<file path="src/rtl/fnd_pkg.sv">
// Shared definitions for the APB 7-segment display controller:
// register offsets, CR bit positions, conversion states and font table.
package fnd_pkg;

  localparam logic [3:0] FND_CR  = 4'h0;
  localparam logic [3:0] FND_ODR = 4'h4;
  localparam logic [3:0] FND_DPR = 4'h8;
  localparam logic [3:0] FND_SR  = 4'hC;

  localparam int CR_EN    = 0;
  localparam int CR_BLINK = 1;
  localparam int CR_LZ    = 2;

  localparam logic [7:0]  FND_BLANK = 8'hFF;
  localparam logic [13:0] FND_MAX   = 14'd9999;

  typedef enum logic {IDLE, SHIFT} conv_state_e;

  // Active-low {g..a} glyphs for hex digits
  function automatic logic [6:0] fnd_font(input logic [3:0] d);
    logic [6:0] f;
    case (d)
      4'h0: f = 7'h40;
      4'h1: f = 7'h79;
      4'h2: f = 7'h24;
      4'h3: f = 7'h30;
      4'h4: f = 7'h19;
      4'h5: f = 7'h12;
      4'h6: f = 7'h02;
      4'h7: f = 7'h78;
      4'h8: f = 7'h00;
      4'h9: f = 7'h10;
      4'hA: f = 7'h08;
      4'hB: f = 7'h03;
      4'hC: f = 7'h46;
      4'hD: f = 7'h21;
      4'hE: f = 7'h06;
      default: f = 7'h0E;
    endcase
    return f;
  endfunction

endpackage

</file>
<file path="src/rtl/apb_fnd_ctrl_if.sv">
// APB slave bus bundle for the display controller.
interface apb_fnd_ctrl_if;

  logic [3:0]  PADDR;
  logic        PSEL;
  logic        PENABLE;
  logic        PWRITE;
  logic [31:0] PWDATA;
  logic [31:0] PRDATA;
  logic        PREADY;

  modport master (
    output PADDR, PSEL, PENABLE, PWRITE, PWDATA,
    input  PRDATA, PREADY
  );

  modport slave (
    input  PADDR, PSEL, PENABLE, PWRITE, PWDATA,
    output PRDATA, PREADY
  );

endinterface

</file>
<file path="src/rtl/bin2bcd_seq.sv">
// Sequential double-dabble: 14 add-3/shift iterations, one per clock.
// A new start during SHIFT restarts with the new operand.
module bin2bcd_seq
  import fnd_pkg::*;
(
  input  logic        clk,
  input  logic        reset,
  input  logic        start,
  input  logic [13:0] bin,
  output logic        busy,
  output logic        done,
  output logic [15:0] bcd
);

  conv_state_e state_q;
  logic [13:0] sh_q;
  logic [15:0] acc_q;
  logic [3:0]  cnt_q;
  logic [15:0] adj;
  logic [29:0] nxt;

  always_comb begin
    adj = '0;
    for (int i = 0; i < 4; i++) begin
      adj[i*4 +: 4] = (acc_q[i*4 +: 4] >= 4'd5)
                    ? acc_q[i*4 +: 4] + 4'd3
                    : acc_q[i*4 +: 4];
    end
    nxt = {adj, sh_q} << 1;
  end

  assign busy = (state_q == SHIFT);
  assign bcd  = nxt[29:14];
  // A restart on the final iteration suppresses the stale result
  assign done = busy && (cnt_q == 4'd13) && !start;

  always_ff @(posedge clk or posedge reset) begin
    if (reset) begin
      state_q <= IDLE;
      sh_q    <= '0;
      acc_q   <= '0;
      cnt_q   <= '0;
    end else if (start) begin
      state_q <= SHIFT;
      sh_q    <= bin;
      acc_q   <= '0;
      cnt_q   <= '0;
    end else if (state_q == SHIFT) begin
      sh_q  <= nxt[13:0];
      acc_q <= nxt[29:14];
      cnt_q <= cnt_q + 4'd1;
      if (cnt_q == 4'd13) state_q <= IDLE;
    end
  end

endmodule

</file>
<file path="src/rtl/apb_fnd_ctrl.sv">
// APB-mapped 4-digit 7-segment controller: register file, BCD
// conversion, digit scan, blink and leading-zero blanking.
module apb_fnd_ctrl
  import fnd_pkg::*;
#(
  parameter int SCAN_DIV  = 100_000,
  parameter int BLINK_DIV = 500
) (
  input  logic                 clk,
  input  logic                 reset,
  apb_fnd_ctrl_if.slave        bus,
  output logic [3:0]           fndCom,
  output logic [7:0]           fndFont
);

  localparam int DW = $clog2(SCAN_DIV + 1);
  localparam int BW = $clog2(BLINK_DIV + 1);

  logic [2:0]    cr_q, cr_d;
  logic [31:0]   odr_q, odr_d;
  logic [3:0]    dpr_q, dpr_d;
  logic [15:0]   buf_q, buf_d;
  logic [DW-1:0] div_q, div_d;
  logic [BW-1:0] blk_q, blk_d;
  logic [1:0]    idx_q, idx_d;
  logic          ph_q, ph_d;

  logic        acc, wr, tick, start;
  logic        hit_cr, hit_odr, hit_dpr, hit_sr;
  logic [13:0] bin;
  logic        busy, done;
  logic [15:0] bcd;
  logic        unused_bits;

  assign acc     = bus.PSEL & bus.PENABLE;
  assign wr      = acc & bus.PWRITE;
  assign hit_cr  = bus.PADDR[3:2] == FND_CR[3:2];
  assign hit_odr = bus.PADDR[3:2] == FND_ODR[3:2];
  assign hit_dpr = bus.PADDR[3:2] == FND_DPR[3:2];
  assign hit_sr  = bus.PADDR[3:2] == FND_SR[3:2];
  assign start   = wr & hit_odr;
  assign bin     = (bus.PWDATA > 32'd9999) ? FND_MAX
                                           : bus.PWDATA[13:0];
  assign tick    = div_q == DW'(SCAN_DIV - 1);
  assign bus.PREADY = acc;
  assign unused_bits = ^bus.PADDR[1:0];

  bin2bcd_seq u_conv (
    .clk   (clk),
    .reset (reset),
    .start (start),
    .bin   (bin),
    .busy  (busy),
    .done  (done),
    .bcd   (bcd)
  );

  always_comb begin
    cr_d  = cr_q;
    odr_d = odr_q;
    dpr_d = dpr_q;
    if (wr) begin
      unique case (1'b1)
        hit_cr:  cr_d  = bus.PWDATA[2:0];
        hit_odr: odr_d = bus.PWDATA;
        hit_dpr: dpr_d = bus.PWDATA[3:0];
        default: ;
      endcase
    end
    buf_d = done ? bcd : buf_q;
    div_d = tick ? '0 : div_q + DW'(1);
    idx_d = idx_q + {1'b0, tick};
    blk_d = blk_q;
    ph_d  = ph_q;
    if (!cr_q[CR_BLINK]) begin
      blk_d = '0;
      ph_d  = 1'b0;
    end else if (tick) begin
      if (blk_q == BW'(BLINK_DIV - 1)) begin
        blk_d = '0;
        ph_d  = ~ph_q;
      end else begin
        blk_d = blk_q + BW'(1);
      end
    end
  end

  always_comb begin
    bus.PRDATA = '0;
    if (acc) begin
      unique case (1'b1)
        hit_cr:  bus.PRDATA = {29'd0, cr_q};
        hit_odr: bus.PRDATA = odr_q;
        hit_dpr: bus.PRDATA = {28'd0, dpr_q};
        hit_sr:  bus.PRDATA = {31'd0, busy};
        default: bus.PRDATA = '0;
      endcase
    end
  end

  logic [15:0] hi;
  logic [3:0]  nib;
  logic        blank;

  // Digit is a leading zero when it and every digit above are zero
  always_comb begin
    hi    = buf_q >> {idx_q, 2'b00};
    nib   = hi[3:0];
    blank = !cr_q[CR_EN]
          || (cr_q[CR_BLINK] && ph_q)
          || (cr_q[CR_LZ] && idx_q != 2'd0 && hi == 16'd0);
    fndCom  = blank ? 4'hF : ~(4'b0001 << idx_q);
    fndFont = blank ? FND_BLANK
                    : {~dpr_q[idx_q], fnd_font(nib)};
  end

  always_ff @(posedge clk or posedge reset) begin
    if (reset) begin
      cr_q  <= '0;
      odr_q <= '0;
      dpr_q <= '0;
      buf_q <= '0;
      div_q <= '0;
      blk_q <= '0;
      idx_q <= '0;
      ph_q  <= 1'b0;
    end else begin
      cr_q  <= cr_d;
      odr_q <= odr_d;
      dpr_q <= dpr_d;
      buf_q <= buf_d;
      div_q <= div_d;
      blk_q <= blk_d;
      idx_q <= idx_d;
      ph_q  <= ph_d;
    end
  end

endmodule

</file>
<file path="src/flat_wrapper.sv">
// flat-port wrapper written by rule: the top's interface ports become plain ports
module apb_fnd_ctrl_flat import fnd_pkg::*;
#(
  parameter int SCAN_DIV  = 100_000,
  parameter int BLINK_DIV = 500
)
  (clk, reset, fndCom, fndFont, bus_PADDR, bus_PSEL, bus_PENABLE, bus_PWRITE, bus_PWDATA, bus_PRDATA, bus_PREADY);
  apb_fnd_ctrl_if bus_i ();
  input  logic clk;
  input  logic reset;
  output logic [3:0] fndCom;
  output logic [7:0] fndFont;
  input wire logic [$bits(bus_i.PADDR)-1:0] bus_PADDR;
  input wire logic [$bits(bus_i.PSEL)-1:0] bus_PSEL;
  input wire logic [$bits(bus_i.PENABLE)-1:0] bus_PENABLE;
  input wire logic [$bits(bus_i.PWRITE)-1:0] bus_PWRITE;
  input wire logic [$bits(bus_i.PWDATA)-1:0] bus_PWDATA;
  output wire logic [$bits(bus_i.PRDATA)-1:0] bus_PRDATA;
  output wire logic [$bits(bus_i.PREADY)-1:0] bus_PREADY;
  assign bus_i.PADDR = bus_PADDR;
  assign bus_i.PSEL = bus_PSEL;
  assign bus_i.PENABLE = bus_PENABLE;
  assign bus_i.PWRITE = bus_PWRITE;
  assign bus_i.PWDATA = bus_PWDATA;
  assign bus_PRDATA = bus_i.PRDATA;
  assign bus_PREADY = bus_i.PREADY;
  apb_fnd_ctrl #(.SCAN_DIV(SCAN_DIV), .BLINK_DIV(BLINK_DIV)) u_core (.clk(clk), .reset(reset), .bus(bus_i), .fndCom(fndCom), .fndFont(fndFont));
endmodule
</file>
<file path="config.mk">
export PLATFORM = sky130hd
export DESIGN_NAME = apb_fnd_ctrl_flat
export DESIGN_NICKNAME = d
export VERILOG_FILES = /design/src/rtl/fnd_pkg.sv /design/src/rtl/apb_fnd_ctrl_if.sv /design/src/rtl/bin2bcd_seq.sv /design/src/rtl/apb_fnd_ctrl.sv /design/src/flat_wrapper.sv
export SDC_FILE = /design/constraint.sdc
export NUM_CORES = 1
export LEC_CHECK = 0
export BUFFER_PORTS_ARGS = -buffer_cell sky130_fd_sc_hd__buf_2
export CAP_MARGIN = 20
export CELL_PAD_IN_SITES_DETAIL_PLACEMENT = 1
export CELL_PAD_IN_SITES_GLOBAL_PLACEMENT = 1
export CORE_ASPECT_RATIO = 1.4
export CORE_MARGIN = 5
export CORE_UTILIZATION = 35
export CTS_BUF_LIST = sky130_fd_sc_hd__clkbuf_4 sky130_fd_sc_hd__clkbuf_8
export DETAILED_ROUTE_END_ITERATION = 10
export GPL_ROUTABILITY_DRIVEN = 0
export MAX_ROUTING_LAYER = met4
export PLACE_DENSITY = 0.8
export SYNTH_ARGS = -nofsm -noshare
export SYNTH_HDL_FRONTEND = slang
export SYNTH_SLANG_ARGS = --single-unit
</file>
<file path="constraint.sdc">
create_clock -name clk -period 3.5 [get_ports clk]
set_clock_uncertainty 0.05 [all_clocks]
set_input_delay 0.525 -clock clk [delete_from_list [all_inputs] [get_ports clk]]
set_output_delay 0.525 -clock clk [all_outputs]
set_load 0.02 [all_outputs]
</file>
==> results.txt, run 1 <==
The run finished with clean final reports. The maximum resistive drop on vdd came out at about 0.35 mV. The count of cells in the finished layout, fillers not included, comes to 1028. The per-cell via count in the routed design is slightly above 5. The area of the mapped netlist is approximately 0.0064 sq mm. The critical path endpoint category is an output pin. The die area came out at around 0.021 sq mm.

The critical path in this run is classified as reg -> out. The pin count of the biggest net entering global routing came out at 63. The peak fanout along the critical path came out at 12.

For this block, the initial DRC count from the detailed router was between 100 and 150. Of the available clock period, the critical path in the final layout requires 0.932. 86 I/O pins were placed. The fraction of layout instances using a drive strength above 1 is 0.198. By count the netlist is led by nand2_1 (160), dfrtp_1 (119), nor2_1 (58), mux2i_1 (36), and2_1 (32). The actual slew at the worst max-slew pin came out at approximately 0.80 ns. After detailed routing, the average wire length per cell comes to 16.2 um.

The number of detailed-routing iterations run before antenna repair came out at 4. In the global route stage, overall resource usage came out at 0.173. By area the synthesized netlist is led by dfrtp_1 (47%), nand2_1 (9.5%), mux2i_1 (5.7%), ha_1 (3.5%), nor2_1 (3.4%). The total instance count after detailed placement came out at around 1000. The sequential fraction of the synthesis area is 0.469.

The maximum clock frequency is 0.307 GHz. Of all flip-flops after synthesis, the portion carrying an async set or reset was 1.00. The die is 124 um wide. The hold violation count in the final report is 0. The sum of internal, switching and leakage power is just under 5000 uW. The final setup violation count is 0.

For this run the aggregate overflow at the end of global routing stands at 0. The later pin in the worst-skew pair is clocked with a latency of 0.44 ns. The placement-stage cell area came out at about 0.007 sq mm.

The number of different library cells in the post-synthesis netlist is 47. The total wire length after detailed routing came out at between 15000 and 20000 um. The clock-pin slew of the registers on the worst-case setup and hold paths is 0.08 ns. The number of buffers between clock root and the deepest sink is 2. The die height came out at about 170 um. The H-tree was split into 4 levels. Setup repair after global routing left no endpoint under its margin. The HPWL after detailed placement is between 10000 and 15000 um. The number of clock sinks seen by CTS came out at between 100 and 150.

The minimum hold slack came out at between 0.15 and 0.2 ns. The post-synthesis area per instance is 9.22 sq um. The first-pass GRT wire length is 28000 um.

The number of global-route vias before repair came out at between 5000 and 6000. TritonCTS built the clock tree. The number of pins exceeding their max-slew limit in the final report is 0. The dominant synthesized flop cell is dfrtp_1.

The count of unresolved DRC violations after routing is 0. Counting every instance in the synthesized netlist gives ~690. The critical path data arrival time came out at around 2.7 ns.

The initial cell density of the core is 0.354. The count of maximum capacitance violations is 0. The cell taking the most area after synthesis is dfrtp_1.

The remaining max-slew budget at the tightest pin is 0.467. The root buffer cell chosen for the clock tree is clkbuf_8. The count of warnings emitted by yosys came out at 0. The critical path startpoint category is a register.

The sum of negative setup slack came out at 0 ns. The required time at the endpoint of the critical path came out at between 2 and 3 ns. The placeable core region is 0.0179 sq mm. The total CTS buffers came out at 17. The cell leakage power came out at 0.00354 uW.

Buffers placed on the I/O ports in this run total 83. The worst hold path belongs to the class in -> async. The post-cts hold buffer count is 0.

Detailed routing inserted a total of 5198 vias. The count of flip-flops with a built-in enable after synthesis came out at 0. The time the final worst path needs with I/O delays and setup is between 3 and 4 ns. The flop and latch count out of synthesis is 119. The number of rows in the core area came out at 58. The area added between synthesis and finish came out at 17.0%. The cell area power density came out at roughly 660 mW/mm^2. Once detail routing completed, the nets flagged for antenna violations numbered 0. The number of nets in the final layout is 833. The number of fill cells came out at around 2200. The area share of the largest cell type after synthesis came out at 0.469.

By instance count, the leading cell after synthesis is nand2_1. Counting every net in the synthesized netlist gives between 700 and 800. The number of antenna violations at the first check in global routing came out at 1. The summed area of non-filler cells in the final layout is between 0.007 and 0.008 sq mm.
==> path summary, 6_finish.rpt <==
check	startpoint	endpoint	slack [ns]	cells past startpoint
worst max-delay path	u_core.idx_q[0]$_DFF_PP0_	fndFont[2]	0.24	9
worst min-delay path	reset	u_core.div_q[13]$_DFF_PP0_	0.18	2
worst max register to register	u_core.u_conv.busy$_DFF_PP0_	u_core.buf_q[15]$_DFFE_PP0P_	1.21	4
worst min register to register	u_core.odr_q[6]$_DFFE_PP0P_	u_core.odr_q[6]$_DFFE_PP0P_	0.42	2
max in group asynchronous	reset	u_core.idx_q[0]$_DFF_PP0_	2.40	3
min in group clk	bus_PWDATA[17]	u_core.odr_q[17]$_DFFE_PP0P_	0.23	3
==> cell type report <==
type | instances | area [sq um] | share of cell area
repair buffers | 96 | 526 | 0.0707
clock inverters | 15 | 148 | 0.0199
multi-input cells | 519 | 3160 | 0.425
flip-flops and latches | 119 | 2980 | 0.401
clock buffers | 17 | 234 | 0.0315
diodes | 1 | 2.50 | 0.000337
well taps | 240 | 300 | 0.0404
inverters | 21 | 82.6 | 0.0111
==> routing by layer <==
layer	share of wire	vias to the layer above	GRT usage
li1	-	2509	-
met1	0.41	2576	0.190
met2	0.54	89	0.304
met3	0.037	24	0.0350
met4	0.019	0	0.0612
met5	0	-	-
==> placed cells by master, fill, tap and decap left out, types with 6 or more instances in the layout <==
cell type | netlist | routed
nor4_1 | 6 | 6
nand2_1 | 160 | 160
a31oi_1 | 6 | 6
clkbuf_8 | 0 | 17
dfrtp_1 | 119 | 117
buf_4 | 2 | 12
and2_1 | 32 | 32
a211oi_1 | 7 | 7
nor3_1 | 8 | 8
xnor2_1 | 12 | 12
nand3_1 | 17 | 17
mux2_2 | 10 | 10
nor2_1 | 58 | 57
o31ai_1 | 7 | 7
buf_2 | 11 | 83
nor3b_1 | 9 | 9
clkinv_4 | 0 | 6
mux2i_1 | 36 | 36
xor2_1 | 13 | 13
a21oi_1 | 31 | 31
ha_1 | 18 | 18
o21ai_0 | 27 | 27
nor2b_1 | 6 | 6
inv_1 | 21 | 20
nand2b_1 | 9 | 8
==> kinds of logic after synthesis <==
logic type / synth area share
adders and majority gates: 0.0355
buffers and inverters: 0.0358
DFF: 0.469
xor gates and xnor gates: 0.0345
and+or+nand+nor: 0.244
AOI/OAI and AO/OA: 0.0896
muxes: 0.0922
==> what timing repair did <==
item	in CTS	in global routing
setup buffers	0	0
endpoints found under the setup margin	0	5
resized for setup	0	1
==> per-stage QoR <==
step / utilization / setup WS, ns
6_report: 0.414 / 0.238
5_1_grt: 0.414 / 0.0537
4_1_cts: 0.414 / 0.0976
3_5_place_dp: 0.393 / 0.572
3_3_place_gp: 0.393 / 0.599
2_1_floorplan: - / 0.597
==> flip-flops by register name, summed over array words and instances, names as in the netlist, 2 cells and up <==
signal,cells
u_core.u_conv.acc_q,16
u_core.u_conv.sh_q,14
u_core.buf_q,16
u_core.idx_q,2
u_core.div_q,17
u_core.dpr_q,4
u_core.odr_q,32
u_core.cr_q,3
u_core.u_conv.cnt_q,4
u_core.blk_q,9
==> critical path: stages (launching register included) <==
cell and delay (ns):
dfrtp_2 0.47, mux4_2 0.58, inv_1 0.17, ha_1 0.28, nand3_1 0.11, nor2_1 0.09, a31oi_1 0.08, buf_4 0.18
o311ai_0 0.08, buf_2 0.22
==> power by group <==
part	switching, uW	leakage (uW)	internal (uW)	total, uW
logic	980	0.00184	709	1690
clock network	632	0.000180	574	1210
registers	317	0.00152	1730	2040
Power figures use the tool's default switching activity.
==> run 2, diff against run 1 <==
==> constraint.sdc (replaced) <==
create_clock -name clk -period 3 [get_ports clk]
set_clock_uncertainty 0.05 [all_clocks]
set_input_delay 0.45 -clock clk [delete_from_list [all_inputs] [get_ports clk]]
set_output_delay 0.45 -clock clk [all_outputs]
set_load 0.02 [all_outputs]
==> run 2 against run 1 <==
  * Die area unchanged
  * Sequential share of layout area is 1.3 points lower
  * Worst hold slack lost 0.0066 ns
  * Combinational power is 24% higher
  * Cell area is 3.3% higher
  * Global-route usage is 0.34 points higher
  * Final cell count increased by 0.78%
  * Setup slack lost 0.18 ns
  * Wire length up 0.92%
  * Register-to-register slack worse by 0.34 ns
  * Highest routed layer unchanged
  * Clock power is 31% higher
==> results.txt, run 2 (synthesis results as in run 1) <==
The number of global-route vias before repair is 5731 (+0.67%). The latest clock arrival within the worst-skew pair was 0.44 ns (about the same). The share of the clock period used by the worst path came out at 0.982. The cell area power density was 791 mW/mm^2 (+19%).

The count of maximum capacitance violations came out at 0 (unchanged). The number of clock sinks seen by CTS came out at 119 (unchanged). The total CTS buffers was 17 (unchanged).

The number of ports placed on the die boundary is 86 (unchanged). The number of violations reported at the end of detailed-routing iteration 0 was 205 (+40%). The detailed-placement wirelength estimate is 12100 um (+1.1%). The number of port buffers is 83 (unchanged). The number of nets in the final layout was 842 (+1.1%).

The number of detailed-routing iterations run before antenna repair is 4 (unchanged). The overall routing resource usage is 0.176 (+0.00340). The area added between synthesis and finish is 20.8%. The remaining max-slew budget at the tightest pin came out at 0.560 (+0.0933). The total instance count after detailed placement is 998 (+0.30%). The placeable core region came out at 0.0179 sq mm (unchanged). Leaving out fill and tap cells, the most frequent cell in the layout is nand2_1. The maximum resistive drop on vdd is 0.311 mV (-10%).

The pin count of the biggest net entering global routing came out at 51 (-19%). The minimum hold slack came out at 0.169 ns (-0.00657 ns). The per-cell via count in the routed design is 5.07 (+0.32%).

The width of the chip came out at 124 um (unchanged). The number of fill cells came to 2134 (-1.3%). The total number of H-tree levels came out at 4 (unchanged). Clock tree synthesis selected as its root buffer the cell clkbuf_8. The number of pins exceeding their max-slew limit in the final report is 0 (unchanged). The sum of negative setup slack is 0 ns (unchanged). The worst path in the final design needs a cycle of between 2 and 3 ns, including I/O delays and setup.

The hold violation count in the final report came out at 0 (unchanged). The post-layout worst setup margin was 0.0541 ns (-0.184 ns). The overflow left after global routing is 0 (unchanged).

The category of the most critical setup path is reg -> out. The worst setup path is captured at an output pin. The actual slew at the worst max-slew pin is 0.654 ns (-0.144 ns).

The die height is 169 um (unchanged). The number of antenna violations at the first check in global routing came out at 1 (unchanged). The worst setup timing slack at the placement stage came to 0.125 ns (-0.447 ns).

The average detailed-routed wire length per instance was 16.2 um (+0.14%). The number of cells in the finished layout apart from fillers came out at 1036 (+0.78%). The CTS tree is built.

The largest registers in the layout are u_core.odr_q: 32 flops, u_core.div_q: 17 flops. The cell leakage power is 0.00364 uW (+2.7%). The count of unresolved DRC violations after routing came out at 0 (unchanged). The die area came out at 0.0210 sq mm (unchanged).

The critical path data arrival time came to 2.45 ns (-0.24 ns). The flip-flop count of the largest register after layout came to 32 (unchanged). The via count is 5255 (+1.1%). u_core.odr_q holds more flip-flops than any other register. The first-pass GRT wire length came out at 28700 um (+2.4%).

The share of the core filled with cells came to 0.428 (+0.0138). The peak fanout along the critical path is 19 (+7). The fraction of layout instances using a drive strength above 1 is 0.221 (+0.0232). The required time at the endpoint of the critical path came out at 2.50 ns (-0.42 ns).

The number of rows in the core area came out at 58 (unchanged). The run finished with clean final reports. The residual antenna-violating net count after detailed routing is 0 (unchanged). In this run the worst hold path is classified as in -> reg. The final setup violation count is 0 (unchanged). The total wire length after detailed routing came to 16800 um (+0.92%). The number of buffers between clock root and the deepest sink is 2 (unchanged). Setup repair after global routing could not meet its margin everywhere. The library cells used most frequently in the layout, excluding fill and tap cells, are nand2_1 (160), dfrtp_1 (117), buf_2 (78), nor2_1 (56), mux2i_1 (36).

The clock-pin slew of the registers on the worst-case setup and hold paths is 0.08 ns (about the same). STA classifies the critical path startpoint as a register. For this run, the top clock speed supported by timing is ~0.34 GHz.

The initial cell density of the core is 0.354 (unchanged).
-- run 2: metal layers --
layer,global-route usage,vias to the layer above,share of wire
met2,0.302,95,0.54
li1,-,2529,-
met3,0.0343,21,0.033
met1,0.199,2610,0.40
met5,-,-,0
met4,0.0699,0,0.022
-- run 2: through the flow --
step           area, sq um  total power, uW
5_1_grt               7680             6520
3_3_place_gp          7080             4250
4_1_cts               7590             6050
6_report              7680             6070
3_5_place_dp          7080             4380
2_1_floorplan         6360             3790
-- run 2: critical path, stage by stage (launching register included) --
cell	delay [ns]
dfrtp_2	0.42
buf_6	0.21
mux2_2	0.41
mux2i_1	0.14
buf_4	0.19
mux2i_1	0.24
nor2_1	0.08
o21ai_0	0.14
buf_2	0.18
-- run 2: path summary, 6_finish.rpt --
kind	startpoint	endpoint	slack, ns	depth (start not counted)
worst max-delay path	u_core.idx_q[0]$_DFF_PP0_	fndFont[3]	0.05	8
worst min-delay path	bus_PWDATA[22]	u_core.odr_q[22]$_DFFE_PP0P_	0.17	3
worst max register to register	u_core.div_q[0]$_DFF_PP0_	u_core.blk_q[4]$_DFFE_PP0P_	0.87	7
worst min register to register	u_core.div_q[0]$_DFF_PP0_	u_core.div_q[0]$_DFF_PP0_	0.41	1
max in group asynchronous	reset	u_core.u_conv.busy$_DFF_PP0_	1.71	4
min in group asynchronous	reset	u_core.div_q[4]$_DFF_PP0_	0.55	3
-- run 2: power breakdown --
group	leakage [uW]	internal [uW]	switching, uW	total [uW]
clock network	0.000207	930	660	1590
logic	0.00191	911	1180	2090
registers	0.00152	2020	375	2390
-- run 2: area by class of cell --
type	count	area (sq um)	share of cell area
Multi-Input combinational cell	519	3240	0.422
Sequential cell	119	2980	0.388
Timing Repair Buffer	105	639	0.0833
Tap cell	240	300	0.0391
Clock buffer	19	255	0.0333
Clock inverter	12	178	0.0231
Inverter	21	85.1	0.0111
Antenna cell	1	2.50	0.000326
-- run 2: repair_timing --
| action | CTS | global route |
|---|---|---|
| hold endpoints to repair | 1 | 0 |
| buffers inserted | 4 | 1 |
| pin swaps | 2 | 6 |
| gates cloned | 0 | 0 |
| gates resized for setup | 13 | 18 |
| hold buffers | 1 | 0 |
| endpoints found under the setup margin | 12 | 12 |
